### src/rtl/keypad_lock_ctrl.sv
// Keypad code-lock sequencer: collects four debounced key digits, checks them against CODE,
// and drives progress LEDs, the unlock output, and a timed lockout after repeated wrong entries.
module keypad_lock_ctrl #(
   parameter logic [7:0]  CODE           = 8'b11_10_01_00,
   parameter int unsigned MAX_FAIL       = 3,
   parameter int unsigned OPEN_CYCLES    = 50_000_000,
   parameter int unsigned LOCK_CYCLES    = 250_000_000,
   parameter int unsigned TIMEOUT_CYCLES = 150_000_000
) (
   input  logic       sys_clk,
   input  logic       sys_rst_n,
   input  logic       key_flag,
   input  logic [1:0] key_code,
   output logic [3:0] ledpin,
   output logic       unlocked,
   output logic       locked_out,
   output logic [1:0] fail_cnt
);

   localparam int unsigned MAX_OL  = (OPEN_CYCLES > LOCK_CYCLES) ? OPEN_CYCLES : LOCK_CYCLES;
   localparam int unsigned MAX_CYC = (MAX_OL > TIMEOUT_CYCLES) ? MAX_OL : TIMEOUT_CYCLES;
   localparam int          TW      = (MAX_CYC > 1) ? $clog2(MAX_CYC) : 1;

   // Timer loads are N-1 so that a state occupies exactly N cycles.
   localparam logic [TW-1:0] OPEN_LOAD    = TW'(OPEN_CYCLES - 1);
   localparam logic [TW-1:0] LOCK_LOAD    = TW'(LOCK_CYCLES - 1);
   localparam logic [TW-1:0] TIMEOUT_LOAD = TW'(TIMEOUT_CYCLES - 1);
   localparam logic [1:0]    FAIL_LIMIT   = 2'(MAX_FAIL);

   typedef enum logic [1:0] {
      S_IDLE,
      S_ENTRY,
      S_OPEN,
      S_LOCKOUT
   } state_t;

   state_t        r_state,     w_state;
   logic [1:0]    r_digitCnt,  w_digitCnt;
   logic [5:0]    r_digits,    w_digits;
   logic [TW-1:0] r_timer,     w_timer;
   logic [1:0]    r_failCnt,   w_failCnt;
   logic [3:0]    r_led,       w_led;
   logic          r_unlocked,  w_unlocked;
   logic          r_lockedOut, w_lockedOut;
   logic [1:0]    w_failInc;
   logic [7:0]    w_entry;

   always_ff @(posedge sys_clk or negedge sys_rst_n) begin
      if (!sys_rst_n) begin
         r_state     <= S_IDLE;
         r_digitCnt  <= 2'd0;
         r_digits    <= 6'd0;
         r_timer     <= '0;
         r_failCnt   <= 2'd0;
         r_led       <= 4'b1111;
         r_unlocked  <= 1'b0;
         r_lockedOut <= 1'b0;
      end else begin
         r_state     <= w_state;
         r_digitCnt  <= w_digitCnt;
         r_digits    <= w_digits;
         r_timer     <= w_timer;
         r_failCnt   <= w_failCnt;
         r_led       <= w_led;
         r_unlocked  <= w_unlocked;
         r_lockedOut <= w_lockedOut;
      end
   end

   // Digits shift in from the top, so after three keys digit0 sits in r_digits[1:0].
   always_comb begin
      w_state     = r_state;
      w_digitCnt  = r_digitCnt;
      w_digits    = r_digits;
      w_timer     = (r_timer != '0) ? r_timer - 1'b1 : '0;
      w_failCnt   = r_failCnt;
      w_led       = r_led;
      w_unlocked  = r_unlocked;
      w_lockedOut = r_lockedOut;
      w_failInc   = r_failCnt + 2'd1;
      w_entry     = {key_code, r_digits};

      case (r_state)
         S_IDLE: begin
            if (key_flag) begin
               w_digits   = {key_code, r_digits[5:2]};
               w_digitCnt = 2'd1;
               w_timer    = TIMEOUT_LOAD;
               w_led      = 4'b1110;
               w_state    = S_ENTRY;
            end
         end
         S_ENTRY: begin
            if (key_flag) begin
               if (r_digitCnt == 2'd3) begin
                  w_digitCnt = 2'd0;
                  if (w_entry == CODE) begin
                     w_state    = S_OPEN;
                     w_timer    = OPEN_LOAD;
                     w_failCnt  = 2'd0;
                     w_led      = 4'b0000;
                     w_unlocked = 1'b1;
                  end else if (w_failInc == FAIL_LIMIT) begin
                     w_state     = S_LOCKOUT;
                     w_timer     = LOCK_LOAD;
                     w_failCnt   = w_failInc;
                     w_led       = 4'b0110;
                     w_lockedOut = 1'b1;
                  end else begin
                     w_state   = S_IDLE;
                     w_timer   = '0;
                     w_failCnt = w_failInc;
                     w_led     = 4'b1111;
                  end
               end else begin
                  w_digits   = {key_code, r_digits[5:2]};
                  w_digitCnt = r_digitCnt + 2'd1;
                  w_timer    = TIMEOUT_LOAD;
                  w_led      = (r_digitCnt == 2'd1) ? 4'b1100 : 4'b1000;
               end
            end else if (r_timer == '0) begin
               w_state    = S_IDLE;
               w_digitCnt = 2'd0;
               w_led      = 4'b1111;
            end
         end
         S_OPEN: begin
            if ((key_flag && key_code == 2'd0) || r_timer == '0) begin
               w_state    = S_IDLE;
               w_timer    = '0;
               w_unlocked = 1'b0;
               w_led      = 4'b1111;
            end
         end
         S_LOCKOUT: begin
            if (r_timer == '0) begin
               w_state     = S_IDLE;
               w_failCnt   = 2'd0;
               w_lockedOut = 1'b0;
               w_led       = 4'b1111;
            end
         end
         default: begin
            w_state = S_IDLE;
         end
      endcase
   end

   assign ledpin     = r_led;
   assign unlocked   = r_unlocked;
   assign locked_out = r_lockedOut;
   assign fail_cnt   = r_failCnt;

endmodule

### config.mk
export PLATFORM = sky130hd
export DESIGN_NAME = keypad_lock_ctrl
export DESIGN_NICKNAME = d
export VERILOG_FILES = /design/src/rtl/keypad_lock_ctrl.sv
export SDC_FILE = /design/constraint.sdc
export NUM_CORES = 1
export LEC_CHECK = 0
export ABC_AREA = 1
export BUFFER_PORTS_ARGS = -buffer_cell sky130_fd_sc_hd__buf_4
export CAP_MARGIN = 20
export CELL_PAD_IN_SITES_DETAIL_PLACEMENT = 0
export CELL_PAD_IN_SITES_GLOBAL_PLACEMENT = 1
export CORE_ASPECT_RATIO = 0.6
export CORE_MARGIN = 4
export CORE_UTILIZATION = 49
export DETAILED_ROUTE_END_ITERATION = 10
export GPL_TIMING_DRIVEN = 0
export PLACE_DENSITY = 0.87
export SETUP_SLACK_MARGIN = 0.3
export SYNTH_ARGS = -nofsm -noshare
export SYNTH_HDL_FRONTEND = slang
export SYNTH_SLANG_ARGS = --single-unit
### constraint.sdc
create_clock -name sys_clk -period 2.6 [get_ports sys_clk]
set_clock_uncertainty 0.1 [all_clocks]
set_input_delay 0.13 -clock sys_clk [delete_from_list [all_inputs] [get_ports sys_clk]]
set_output_delay 0.13 -clock sys_clk [all_outputs]
set_load 0.1 [all_outputs]
==> flow_summary.ini <==
[synthesis]
yosys.cell_types.count = 40
synth-async-reset-ratio = 1.00
synth_area_leaders = dfrtp_1 (31%), nand2_1 (14%), nor2_1 (7.9%), inv_1 (6.4%), nand3_1 (5.5%)
ys_ff_latch = 46
synth-main-ff-cell = dfrtp_1
synth.top_cell.area_share = 0.314
syn-num-nets = 489
synth-edff-count = 0
synth_area_leader_cell = dfrtp_1
avgSynthCellArea_um2 = 6.98
post_synth_instance_area_um2 = 3340
syn-instance-count = 479
yosys_warnings = 0
synth-seq-area-share = 0.346

[cts]
cts.htree.levels = 2
cts_sinks = 46
cts.path.max_buffers = 2
cts-root-buf = clkbuf_16
numCtsBuffers = 5
cts_tree = built
clk_latency_ns = 0.29
cts_setup_buffers = 0
clk_pin_slew_ns = 0.07

[layout]
final_common_cell = nand2_1
antennaDiodeCount = 0
final_cells = 584
final_cell_mix = nand2_1 (124), nor2_1 (70), inv_1 (57), dfrtp_1 (42), nand3_1 (37)
seq_area_um2 = 1160
fill_cells = 614
drive_above_1_share = 0.216
multi_input_area_um2 = 1830
finalNetCount = 509
syn_to_final_growth_pct = 11.2
finalInstanceArea_um2 = 3720

[global_route]
grt_max_degree = 47
grt-ovfl-total = 0
use_met2 = 0.289
gr-usage-all-layers = 0.230
top_usage_layer = met1
grt_pass1_wl_um = 14600
grt_use_met3 = 0.0533
grt_pass1_vias = 2819
antenna_found_initial = 0
use_met1 = 0.384

[placement]
placement.io_buffers = 12
dpl_cell_area_um2 = 3540
detailed_place_hpwl_um = 6820
place.gp.congestion = 0.961
place_inst = 575

[floorplanning]
die_w_um = 115
ios = 13
coreArea_um2 = 6360
start_util = 0.526
dieArea_um2 = 8250
num_rows = 22
die_h_um = 72.0

[sta]
hold_viol = 0
worst_pin_slew_ns = 0.598
fin_crit_sh = 0.810
whs_ns = 0.0321
period_needed_ns = 2.11
tns_ns = 0
maxSlewHeadroom = 0.601
slew_viol_final = 0
finalSetupViolCount = 0
rsz0062_at_grt = no
timing.fmax_ghz = 0.475

[routing]
wl_per_cell_um = 15.1
via_per_inst = 5.20
firstDrtPassIters = 5
drt_wl_total_um = 8820
ant_nets = 0
vias = 3037
drt_iter0_drc = 277
drc_errors = 0

[hold_path]
min_from = key_code[0]
hold_path.class = input pin to register

[setup_path]
timing.rr.start = r_timer[0]
worstSetupStartpoint = r_timer[0]
worstPathArrival_ns = 2.18
critPathMaxFanout = 10
end_kind = register
required_ns = 2.68
r2r_setup_slack_ns = 0.49
start_kind = register
critPathKind = register to register

[power_and_ir_drop]
leakage_nw = 1.97
ir_drop_mv = 0.945
p_per_area_nw_per_um2 = 1190

[job]
cap_violations = 0

[status]
status = finished, final reports clean
cell families (layout without fill, tap and decap cells):
family | count (synthesis) | in the layout | share of synthesized area
buf+inv | 87 | 108 | 0.109
flops | 46 | 46 | 0.346
compound gates | 44 | 44 | 0.0816
simple gates | 290 | 290 | 0.427
xor+xnor | 7 | 7 | 0.0183
fa+ha+maj | 5 | 5 | 0.0187
report_power, final:
part | internal [mW] | total (mW) | switching (mW) | leakage, nW
Combinational | 0.777 | 2.45 | 1.67 | 1.33
Sequential | 0.992 | 1.22 | 0.227 | 0.563
Clock | 0.455 | 0.752 | 0.297 | 0.0771
Total | 2.22 | 4.42 | 2.20 | 1.97
worst max-delay path, cell delays in order (launching register included):
cell,delay (ns)
dfrtp_1,0.36
inv_1,0.14
ha_2,0.28
inv_1,0.06
nor2_1,0.12
nand2_2,0.08
nor2_4,0.12
nand2_4,0.13
nand3_4,0.16
nand2_2,0.13
nor2_4,0.23
nor2_1,0.07
stage by stage:
stage	total power [mW]	setup WS, ns	utilization
2_1_floorplan	3.12	0.310	-
3_3_place_gp	3.60	0.554	0.556
3_5_place_dp	3.64	0.502	0.556
4_1_cts	4.41	0.484	0.584
5_1_grt	4.78	0.355	0.585
6_report	4.42	0.494	0.585
sequential cells by signal, indices dropped and copies added, names as in the netlist:
name	count
fail_cnt	2
locked_out	1
unlocked	1
r_digits	6
ledpin	4
r_state	2
r_timer	28
r_digitCnt	2
final cells by class:
class / instances / area share
Clock buffer: 6 / 0.0347
Sequential cell: 46 / 0.311
Inverter: 79 / 0.0821
Tap cell: 84 / 0.0283
Buffer: 8 / 0.0158
Multi-Input combinational cell: 346 / 0.491
Timing Repair Buffer: 13 / 0.0269
Clock inverter: 2 / 0.0101
worst paths after layout:
| check | to | cells past startpoint |
|---|---|---|
| max | r_timer[11] | 11 |
| min | r_digits[4] | 3 |
| max reg2reg | r_timer[11] | 11 |
| min reg2reg | ledpin[1] | 2 |
| max in group asynchronous | r_timer[27] | 2 |
| min in group asynchronous | r_digits[3] | 2 |
metal layers:
metal  share of wire  up-vias
li1                -     1521
met1            0.55     1413
met4          0.0063        0
met3           0.084        5
met2            0.36       98
met5               0        -
synth_stat cells, types with 3 or more instances:
| library cell | number |
|---|---|
| inv_1 | 57 |
| ha_1 | 5 |
| nand3_1 | 37 |
| dfstp_2 | 4 |
| nand2_2 | 20 |
| o21ai_0 | 17 |
| xor2_1 | 5 |
| o21bai_1 | 4 |
| buf_2 | 4 |
| nor2_4 | 10 |
| nand4_1 | 4 |
| o21ai_1 | 3 |
| a21oi_1 | 9 |
| nand2_4 | 5 |
| o22ai_1 | 3 |
| nor2_2 | 6 |
| nand2_1 | 124 |
| inv_2 | 19 |
| dfrtp_1 | 42 |
| nand3_2 | 3 |
| nor2_1 | 70 |
what timing repair did:
| item | CTS | global route |
|---|---|---|
| resized for setup | 0 | 1 |
| endpoints found under the hold margin | 42 | 0 |
| hold buffers | 1 | 0 |
| setup endpoints to repair | 0 | 5 |
(Power assumes the default switching activity.)
